--- src/rtl/ks_data_path_p.sv ---
// K&S processor data path, parametrised: PC, IR, register file, four-op ALU with
// registered flags, instruction decoder, RAM ready handshake and retired-fetch counter.
package k_and_s_pkg;

  typedef enum logic [3:0] {
    I_NOP,
    I_LOAD,
    I_STORE,
    I_MOVE,
    I_ADD,
    I_SUB,
    I_AND,
    I_OR,
    I_BRANCH,
    I_BZERO,
    I_BNEG,
    I_BOV,
    I_BNOV,
    I_BNNEG,
    I_HALT
  } decoded_instruction_type;

  typedef enum logic [1:0] {
    OP_ADD = 2'b00,
    OP_AND = 2'b01,
    OP_OR  = 2'b10,
    OP_SUB = 2'b11
  } alu_op_t;

  localparam logic [7:0] OPC_NOP    = 8'h00;
  localparam logic [7:0] OPC_BRANCH = 8'h01;
  localparam logic [7:0] OPC_BZERO  = 8'h02;
  localparam logic [7:0] OPC_BNEG   = 8'h03;
  localparam logic [7:0] OPC_BOV    = 8'h05;
  localparam logic [7:0] OPC_BNOV   = 8'h06;
  localparam logic [7:0] OPC_BNNEG  = 8'h0A;
  localparam logic [7:0] OPC_LOAD   = 8'h81;
  localparam logic [7:0] OPC_STORE  = 8'h82;
  localparam logic [7:0] OPC_MOVE   = 8'h91;
  localparam logic [7:0] OPC_ADD    = 8'hA1;
  localparam logic [7:0] OPC_SUB    = 8'hA2;
  localparam logic [7:0] OPC_AND    = 8'hA3;
  localparam logic [7:0] OPC_OR     = 8'hA4;
  localparam logic [7:0] OPC_HALT   = 8'hFF;

endpackage

module ks_data_path_p
  import k_and_s_pkg::*;
#(
  parameter int DATA_W = 16,
  parameter int ADDR_W = 5,
  parameter int NREGS  = 4
) (
  input  logic                    clk,
  input  logic                    rst,
  input  logic                    branch,
  input  logic                    pc_enable,
  input  logic                    ir_enable,
  input  logic                    addr_sel,
  input  logic                    c_sel,
  input  logic [1:0]              operation,
  input  logic                    write_reg_enable,
  input  logic                    flags_reg_enable,
  input  logic                    mem_ready,
  output decoded_instruction_type decoded_instruction,
  output logic                    zero_op,
  output logic                    neg_op,
  output logic                    unsigned_overflow,
  output logic                    signed_overflow,
  output logic [ADDR_W-1:0]       ram_addr,
  output logic [DATA_W-1:0]       data_out,
  input  logic [DATA_W-1:0]       data_in,
  output logic                    stall,
  output logic [31:0]             fetch_count
);

  localparam int RA_W = $clog2(NREGS);
  localparam int MSB  = DATA_W - 1;

  // Architectural state
  logic [ADDR_W-1:0] pc;
  logic [DATA_W-1:0] ir;
  logic [DATA_W-1:0] regs [NREGS];

  // Decoded fields
  logic [7:0]        opcode;
  logic [RA_W-1:0]   a_addr;
  logic [RA_W-1:0]   b_addr;
  logic [RA_W-1:0]   c_addr;
  logic [ADDR_W-1:0] mem_addr;

  // Data path
  logic [DATA_W-1:0] bus_a;
  logic [DATA_W-1:0] bus_b;
  logic [DATA_W-1:0] bus_c;
  logic [DATA_W-1:0] alu_out;
  logic              alu_uov;
  logic              alu_sov;
  logic [DATA_W:0]   sum_ext;
  logic [DATA_W:0]   diff_ext;

  // Handshake-qualified enables
  logic mem_op;
  logic ir_load;
  logic reg_wr;
  logic flags_wr;
  logic pc_wr;

  assign opcode = ir[MSB -: 8];

  // Only the opcode and the low operand fields are decoded; the rest is don't-care.
  logic unused_ir_bits;
  assign unused_ir_bits = ^ir;

  // NOTE: every output of a combinational block gets a default first, so no
  // opcode path can leave a signal unassigned and infer a latch.
  always_comb begin
    decoded_instruction = I_NOP;
    a_addr              = '0;
    b_addr              = '0;
    c_addr              = '0;
    mem_addr            = '0;
    case (opcode)
      OPC_LOAD, OPC_STORE: begin
        decoded_instruction = (opcode == OPC_LOAD) ? I_LOAD : I_STORE;
        c_addr              = ir[ADDR_W +: RA_W];
        a_addr              = ir[ADDR_W +: RA_W];
        mem_addr            = ir[ADDR_W-1:0];
      end
      OPC_MOVE: begin
        decoded_instruction = I_MOVE;
        c_addr              = ir[RA_W +: RA_W];
        a_addr              = ir[RA_W-1:0];
        b_addr              = ir[RA_W-1:0];
      end
      OPC_ADD, OPC_SUB, OPC_AND, OPC_OR: begin
        case (opcode)
          OPC_ADD: decoded_instruction = I_ADD;
          OPC_SUB: decoded_instruction = I_SUB;
          OPC_AND: decoded_instruction = I_AND;
          default: decoded_instruction = I_OR;
        endcase
        a_addr = ir[RA_W-1:0];
        b_addr = ir[RA_W +: RA_W];
        c_addr = ir[RA_W +: RA_W];
      end
      OPC_BRANCH: begin decoded_instruction = I_BRANCH; mem_addr = ir[ADDR_W-1:0]; end
      OPC_BZERO:  begin decoded_instruction = I_BZERO;  mem_addr = ir[ADDR_W-1:0]; end
      OPC_BNEG:   begin decoded_instruction = I_BNEG;   mem_addr = ir[ADDR_W-1:0]; end
      OPC_BOV:    begin decoded_instruction = I_BOV;    mem_addr = ir[ADDR_W-1:0]; end
      OPC_BNOV:   begin decoded_instruction = I_BNOV;   mem_addr = ir[ADDR_W-1:0]; end
      OPC_BNNEG:  begin decoded_instruction = I_BNNEG;  mem_addr = ir[ADDR_W-1:0]; end
      OPC_HALT:   decoded_instruction = I_HALT;
      default:    decoded_instruction = I_NOP;
    endcase
  end

  // Read ports are asynchronous, so a same-cycle write is seen only after the edge.
  assign bus_a    = regs[a_addr];
  assign bus_b    = regs[b_addr];
  assign data_out = bus_a;

  assign sum_ext  = {1'b0, bus_a} + {1'b0, bus_b};
  assign diff_ext = {1'b0, bus_a} - {1'b0, bus_b};

  always_comb begin
    alu_out = '0;
    alu_uov = 1'b0;
    alu_sov = 1'b0;
    case (alu_op_t'(operation))
      OP_ADD: begin
        alu_out = sum_ext[MSB:0];
        alu_uov = sum_ext[DATA_W];
        // carry into the MSB is recovered from the sum bit and both operand bits
        alu_sov = (sum_ext[MSB] ^ bus_a[MSB] ^ bus_b[MSB]) ^ sum_ext[DATA_W];
      end
      OP_SUB: begin
        alu_out = diff_ext[MSB:0];
        alu_uov = diff_ext[DATA_W];
        alu_sov = (bus_a[MSB] ^ bus_b[MSB]) & (diff_ext[MSB] ^ bus_a[MSB]);
      end
      OP_AND:  alu_out = bus_a & bus_b;
      default: alu_out = bus_a | bus_b;
    endcase
  end

  assign bus_c = c_sel ? data_in : alu_out;

  // A memory-sourced update without mem_ready freezes every state element.
  assign mem_op   = ir_enable | (write_reg_enable & c_sel);
  assign stall    = mem_op & ~mem_ready;
  assign ir_load  = ir_enable & ~stall;
  assign reg_wr   = write_reg_enable & ~stall;
  assign flags_wr = flags_reg_enable & ~stall;
  assign pc_wr    = pc_enable & ~stall;

  assign ram_addr = addr_sel ? mem_addr : pc;

  // NOTE: the register file is a small flop array rather than a RAM macro, and
  // it must read zero after reset, so it is cleared along with the other state.
  // NOTE: state updates use non-blocking assignments so every register samples
  // the pre-edge values of the buses regardless of statement order.
  always_ff @(posedge clk) begin
    if (rst) begin
      pc                <= '0;
      ir                <= '0;
      zero_op           <= 1'b0;
      neg_op            <= 1'b0;
      unsigned_overflow <= 1'b0;
      signed_overflow   <= 1'b0;
      fetch_count       <= '0;
      for (int i = 0; i < NREGS; i++) regs[i] <= '0;
    end else begin
      if (ir_load) begin
        ir          <= data_in;
        fetch_count <= fetch_count + 32'd1;
      end
      if (reg_wr) regs[c_addr] <= bus_c;
      if (flags_wr) begin
        zero_op           <= ~|alu_out;
        neg_op            <= alu_out[MSB];
        unsigned_overflow <= alu_uov;
        signed_overflow   <= alu_sov;
      end
      if (pc_wr) pc <= branch ? mem_addr : pc + ADDR_W'(1);
    end
  end

endmodule

--- config.mk ---
export PLATFORM = sky130hd
export DESIGN_NAME = ks_data_path_p
export DESIGN_NICKNAME = d
export VERILOG_FILES = /design/src/rtl/ks_data_path_p.sv
export SDC_FILE = /design/constraint.sdc
export NUM_CORES = 1
export LEC_CHECK = 0
export CAP_MARGIN = 20
export CORE_MARGIN = 5
export CORE_UTILIZATION = 40
export CTS_CLUSTER_SIZE = 8
export DETAILED_ROUTE_END_ITERATION = 10
export GPL_ROUTABILITY_DRIVEN = 1
export GPL_TIMING_DRIVEN = 0
export MAX_ROUTING_LAYER = met4
export PLACE_DENSITY = 0.67
export SKIP_LAST_GASP = 1
export SLEW_MARGIN = 20
export SYNTH_ARGS = -nofsm -noshare
export SYNTH_HDL_FRONTEND = slang
export SYNTH_SLANG_ARGS = --single-unit
--- constraint.sdc ---
create_clock -name clk -period 7.8 [get_ports clk]
set_input_delay 1.56 -clock clk [delete_from_list [all_inputs] [get_ports clk]]
set_output_delay 1.56 -clock clk [all_outputs]
set_load 0.1 [all_outputs]
=== Word-level counts from Yosys, hierarchy flattened ===
Memories as Yosys holds them, arrays and structs flattened.
Cells that the tools add are included.

* Register bits after elaboration: 57
* RAM bits: 64
* Memories: 1

{| class="wikitable"
|+ Memory list
! name !! depth !! bits a word !! rd ports !! clocked after memory_dff !! write ports !! RTL line !! text
|-
| regs || 4 || 16 || 2 || 0 || 4 || 84 || <nowiki>logic [DATA_W-1:0] regs [NREGS];</nowiki>
|}

* Add/sub/neg operators: 4
* Eq/ne operators: 16
* Mux-type cells: 21
* Bitwise operators: 17
* Reductions and logical operators: 8

{| class="wikitable"
|+ Operators with widths
! cell !! number
|-
| $eq 8x8->1 const B || 8
|-
| $pmux 16 s3 || 1
|-
| $pmux 4 s10 || 1
|-
| $add 32x1->32 const B || 1
|-
| $mux 16 || 2
|-
| $reduce_or 16->1 || 2
|-
| $add 16x16->17 || 1
|-
| $sub 16x16->17 || 1
|-
| $and 16x16->16 || 1
|-
| $eq 8x2->1 const B || 2
|-
| $eq 8x3->1 const B || 2
|-
| $or 16x16->16 || 1
|-
| $mux 5 || 3
|-
| $pmux 2 s2 || 3
|-
| $eq 8x1->1 const B || 1
|-
| $eq 8x4->1 const B || 1
|-
| $reduce_or 8->1 || 1
|-
| $and 1x1->1 || 7
|-
| $mux 1 || 6
|-
| $pmux 2 s3 || 1
|-
| $add 5x1->5 const B || 1
|-
| $reduce_or 5->1 || 1
|-
| $xor 1x1->1 || 5
|-
| $mux 2 || 2
|-
| 9 further kinds || 11
|}

=== Longest topological paths before layout ===
* Depth after elaboration: 10
* Gate-level depth with buffers: 23
* Depth with buffers taken out: 20

=== Worst setup path after synthesis ===
Ideal clock, no wire load.

* Kind: register to register
* Start point: register ir[10]
* End point: memory regs[1][15], data pin
* Library setup time: 263 ps
* Data arrival time: 5259 ps
* Data required time: 7537 ps
* Setup slack: 2278 ps
* Stages on the path, launching flop included: 21
* Path buffers: 1
* Cell sequence: dfxtp_1 > nor4b_4 > and3_4 > o21ai_1 > nand2_1 > clkbuf_1 > mux2i_1 > mux2_2 > inv_1 > ha_1 > o21bai_1 > a21oi_1 > o21ai_0 > a21oi_1 > o31a_1 > o21ai_0 > a41oi_1 > mux2_2 > a31oi_1 > a21o_1 > nor2_1

{| class="wikitable"
|+ RTL lines
! element !! RTL line !! text
|-
| start, declared || 83 || <nowiki>logic [DATA_W-1:0] ir;</nowiki>
|-
| start signal, assigned || 216 || <nowiki>ir <= data_in;</nowiki>
|-
| end, declared || 84 ||
|}

==> results.yml <==
outcome:
  outcome: "finished clean"
timing:
  max_slew.worst_pin.slew_ns: 1.022
  timing.final.crit_period_ns: 7.256
  final_max_slew_viol_count: 0
  hold-worst-slack_ns: 0.4609
  grt_setup_unrepaired: "no"
  fin_skew_ns: 0.009640
  fin_crit_sh_pct: 93.03
  setup_tns_ns: 0
  max_slew_margin_pct: 31.66
  timing.final.setup_violations: 0
  layout_setup_ws_ns: 0.5440
  final-hold-violation-count: 0
  max_clock_freq_ghz: 0.1378
clock_tree:
  post-cts-setup-buffers: 0
  clk_buf_depth: 2
  clock-root-buffer: "sky130_fd_sc_hd__clkbuf_16"
  cts_tree: "done"
  cts.sink_count: 120
  clock_latency_on_the_worst_skew_pair_ns: 0.42
  clock_tree.htree_level_count: 4
  cts_resized: 0
  cts.hold.buffers_added: 0
  clock_input_transition_at_the_sequential_cells_of_the_worst_setup_and_hold_paths_ns: 0.06
  cts_inserted_buffers: 17
worst_setup_path:
  timing.critical_path.arrival_ns: 7.41
  timing_worst_setup_path_type: "flop to flop"
  timing.rr.start: "ir[11]$_SDFFE_PP0P_"
  crit_fanout: 10
  worst_setup_path_end_kind: "flop"
  critPathBufInv: 5
  reg2regPathDepth: 22
  r2r_setup_slack_ns: 0.54
  crit_path_max_incr_delay_ns: 0.73
  reg2reg_end: "regs[1][15]$_SDFFCE_PN0P_"
  worst_path_dominant_cell_family: "compound AO/OA/AOI/OAI gates"
  critical_path_required_ns: 7.95
  crit_path_start_kind: "flop"
  critical_path.cell_chain: "clkbuf_1 > nor2_1 > o211a_1 > a22o_1 > buf_6 > clkbuf_1 > buf_1 > mux2i_1 > mux2i_1 > inv_1 > ha_1 > o21bai_1 > a21oi_1 > o21ai_0 > a21oi_1 > o31a_1 > o21ai_0 > a41oi_1 > mux2_2 > a31oi_1 > a21o_1 > nor2_1"
  setup.worst_path.start: "ir[11]$_SDFFE_PP0P_"
  critical_path.slowest_cell: "sky130_fd_sc_hd__buf_1"
hold_path:
  hp-start: "ir[6]$_SDFFE_PP0P_"
  holdPathStages: 2
  hold_class: "flop to flop"
  timing.hold.worst_endpoint: "ir[6]$_SDFFE_PP0P_"
yosys:
  synth_enable_flop_cells: 64
  number_of_synthesized_register_bits: 120
  dominantRegCellSynth: "sky130_fd_sc_hd__edfxtp_1"
  synth.yosys.seq_area_share_pct: 35.40
  ys.warnings.count: 0
  async_flop_share_pct: 0
  syn-num-nets: 1072
  synth_area_per_cell_um2: 8.709
  post_synth_instance_area_um2: 8596
  synth_cell_type_count: 69
  syn-instance-count: 987
drt:
  route.vias.total: 7703
  final_antenna_net_count: 0
  drt_first_pass_iters: 6
  initialDrtViolationCount: 570
  totalWireLength_um: 25200
  detail_route.drc_violations: 0
  routed_wire_per_std_cell_um: 18.22
  drt-vias-per-instance: 5.570
placement:
  post_dp_cell_area_um2: 9828
  portBuffers: 87
  hpwlAfterDp_um: 18860
  finalWeightedCongestion: 0.8784
  placement.setup.worst_slack_ns: 0.7462
pwr:
  vdd_drop_max_mv: 0.1580
  power_per_cell_area_nw_per_um2: 182.0
  leakage_nw: 3.932
layout:
  finalNetCount: 1179
  layout-area-overhead-vs-synth_pct: 21.57
  final_layout_size_suffix_gt1_share_pct: 7.317
  stdcell_area_um2: 10450
die:
  fp-row-count: 53
  placeableCoreArea_um2: 21090
  dieWidth_um: 156.6
  die_height_um: 156.6
  num_io_pins: 90
  floorplan.initialDensity_pct: 40.76
  die_area_um2: 24520
global_route:
  antenna_found_initial: 1
  grt_first_pass_wirelength_um: 39610
  grt_max_degree: 17
  first_global_vias: 7576
  grt_resource_usage_total_pct: 21.05
  grt_overflow_total: 0
run:
  timing.max_cap.violations: 0
flip-flops by register name, indices dropped and copies added, names as in the netlist:
| name | flops |
|---|---|
| regs | 64 |
| zero_op | 1 |
| neg_op | 1 |
| fetch_count | 32 |
| pc | 5 |
| signed_overflow | 1 |
| ir | 15 |
| unsigned_overflow | 1 |
Yosys cell counts, types with 12 or more instances:
master	n	area share [%]
sky130_fd_sc_hd__edfxtp_1	64	22
sky130_fd_sc_hd__nor3_1	14	0.82
sky130_fd_sc_hd__nand2_1	107	4.7
sky130_fd_sc_hd__a31oi_1	12	0.87
sky130_fd_sc_hd__mux2i_1	78	9.1
sky130_fd_sc_hd__ha_1	55	8.0
sky130_fd_sc_hd__mux2_2	24	3.1
sky130_fd_sc_hd__xor2_1	27	2.8
sky130_fd_sc_hd__xnor2_1	29	3.0
sky130_fd_sc_hd__nand3_1	28	1.6
sky130_fd_sc_hd__clkbuf_1	44	1.9
sky130_fd_sc_hd__inv_1	72	3.1
sky130_fd_sc_hd__o21ai_0	39	2.3
sky130_fd_sc_hd__a21oi_1	56	3.3
sky130_fd_sc_hd__dfxtp_1	56	13
sky130_fd_sc_hd__nor2_1	118	5.2
through the flow:
stage	total power, mW	utilization [%]	std cells
detailed placement	1.106	46.61	1350
floorplan	0.9964	-	987
finish	1.902	49.56	1383
global route	1.971	49.56	1383
global placement	1.100	46.52	1349
CTS	1.901	49.51	1382
area by class of cell:
type	count	area, µm²
antenna	1	2.502
buffer	52	206.4
clock buffer	20	489.2
clock inverter	12	123.9
fill	2045	10640
inverter	75	281.5
multi-input combinational	740	5074
sequential	120	3043
tap	275	344.1
timing repair buffer	88	885.9
cells by family after synthesis:
kind of cell / Yosys count / synth area share [%]
AO/OA/AOI/OAI: 188 / 14.38
XOR/XNOR: 56 / 5.706
adder cells (fa/ha/maj): 57 / 8.472
buffers and inverters: 127 / 5.677
flip-flops: 120 / 35.40
multiplexers: 104 / 12.55
AND/OR/NAND/NOR: 335 / 17.82
layout by cell type (no fill, tap or decap), drive strengths merged, types with 6 or more instances in the layout:
cell type	instances
nand2	107
nand2b	6
mux2	24
and3	7
a21oi	56
and2	9
nor3	14
mux2i	80
dfxtp	56
xor2	27
a31oi	12
edfxtp	64
o21ai	42
xnor2	29
clkbuf	64
nor2	118
o221ai	6
nand3	28
ha	55
o21bai	8
a21o	10
clkdlybuf4s50	87
inv	82
buf	9
nand4	11
tightest hold or removal path: stages (launching register included):
cell and delay, ns:
sky130_fd_sc_hd__dfxtp_1 0.31, sky130_fd_sc_hd__nand2_1 0.05, sky130_fd_sc_hd__a21oi_1 0.05
worst max path at each step:
stage	slack, ns	cells after the start	end
after floorplan	2.28	20	regs[1][15]$_SDFFCE_PN0P_
after global placement	0.77	22	regs[0][15]$_SDFFCE_PN0P_
after detailed placement	0.75	22	regs[1][15]$_SDFFCE_PN0P_
after CTS	0.68	22	regs[1][15]$_SDFFCE_PN0P_
after global routing	0.25	21	regs[1][15]$_SDFFCE_PN0P_
final	0.54	22	regs[1][15]$_SDFFCE_PN0P_
power by group:
part	internal, mW	switching, mW	total [mW]
Clock	0.493	0.309	0.802
Combinational	0.131	0.263	0.394
Sequential	0.691	0.0157	0.706
per-layer routing:
| metal | share of wire, % | GRT usage [%] | vias to the layer above |
|---|---|---|---|
| met2 | 48 | 34.04 | 315 |
| met3 | 7.8 | 5.171 | 34 |
| met4 | 1.9 | 5.909 | 0 |
| met5 | 0 | - | - |
| li1 | - | - | 3679 |
| met1 | 42 | 26.31 | 3675 |
Note: power is estimated with default switching activity, not from simulation.
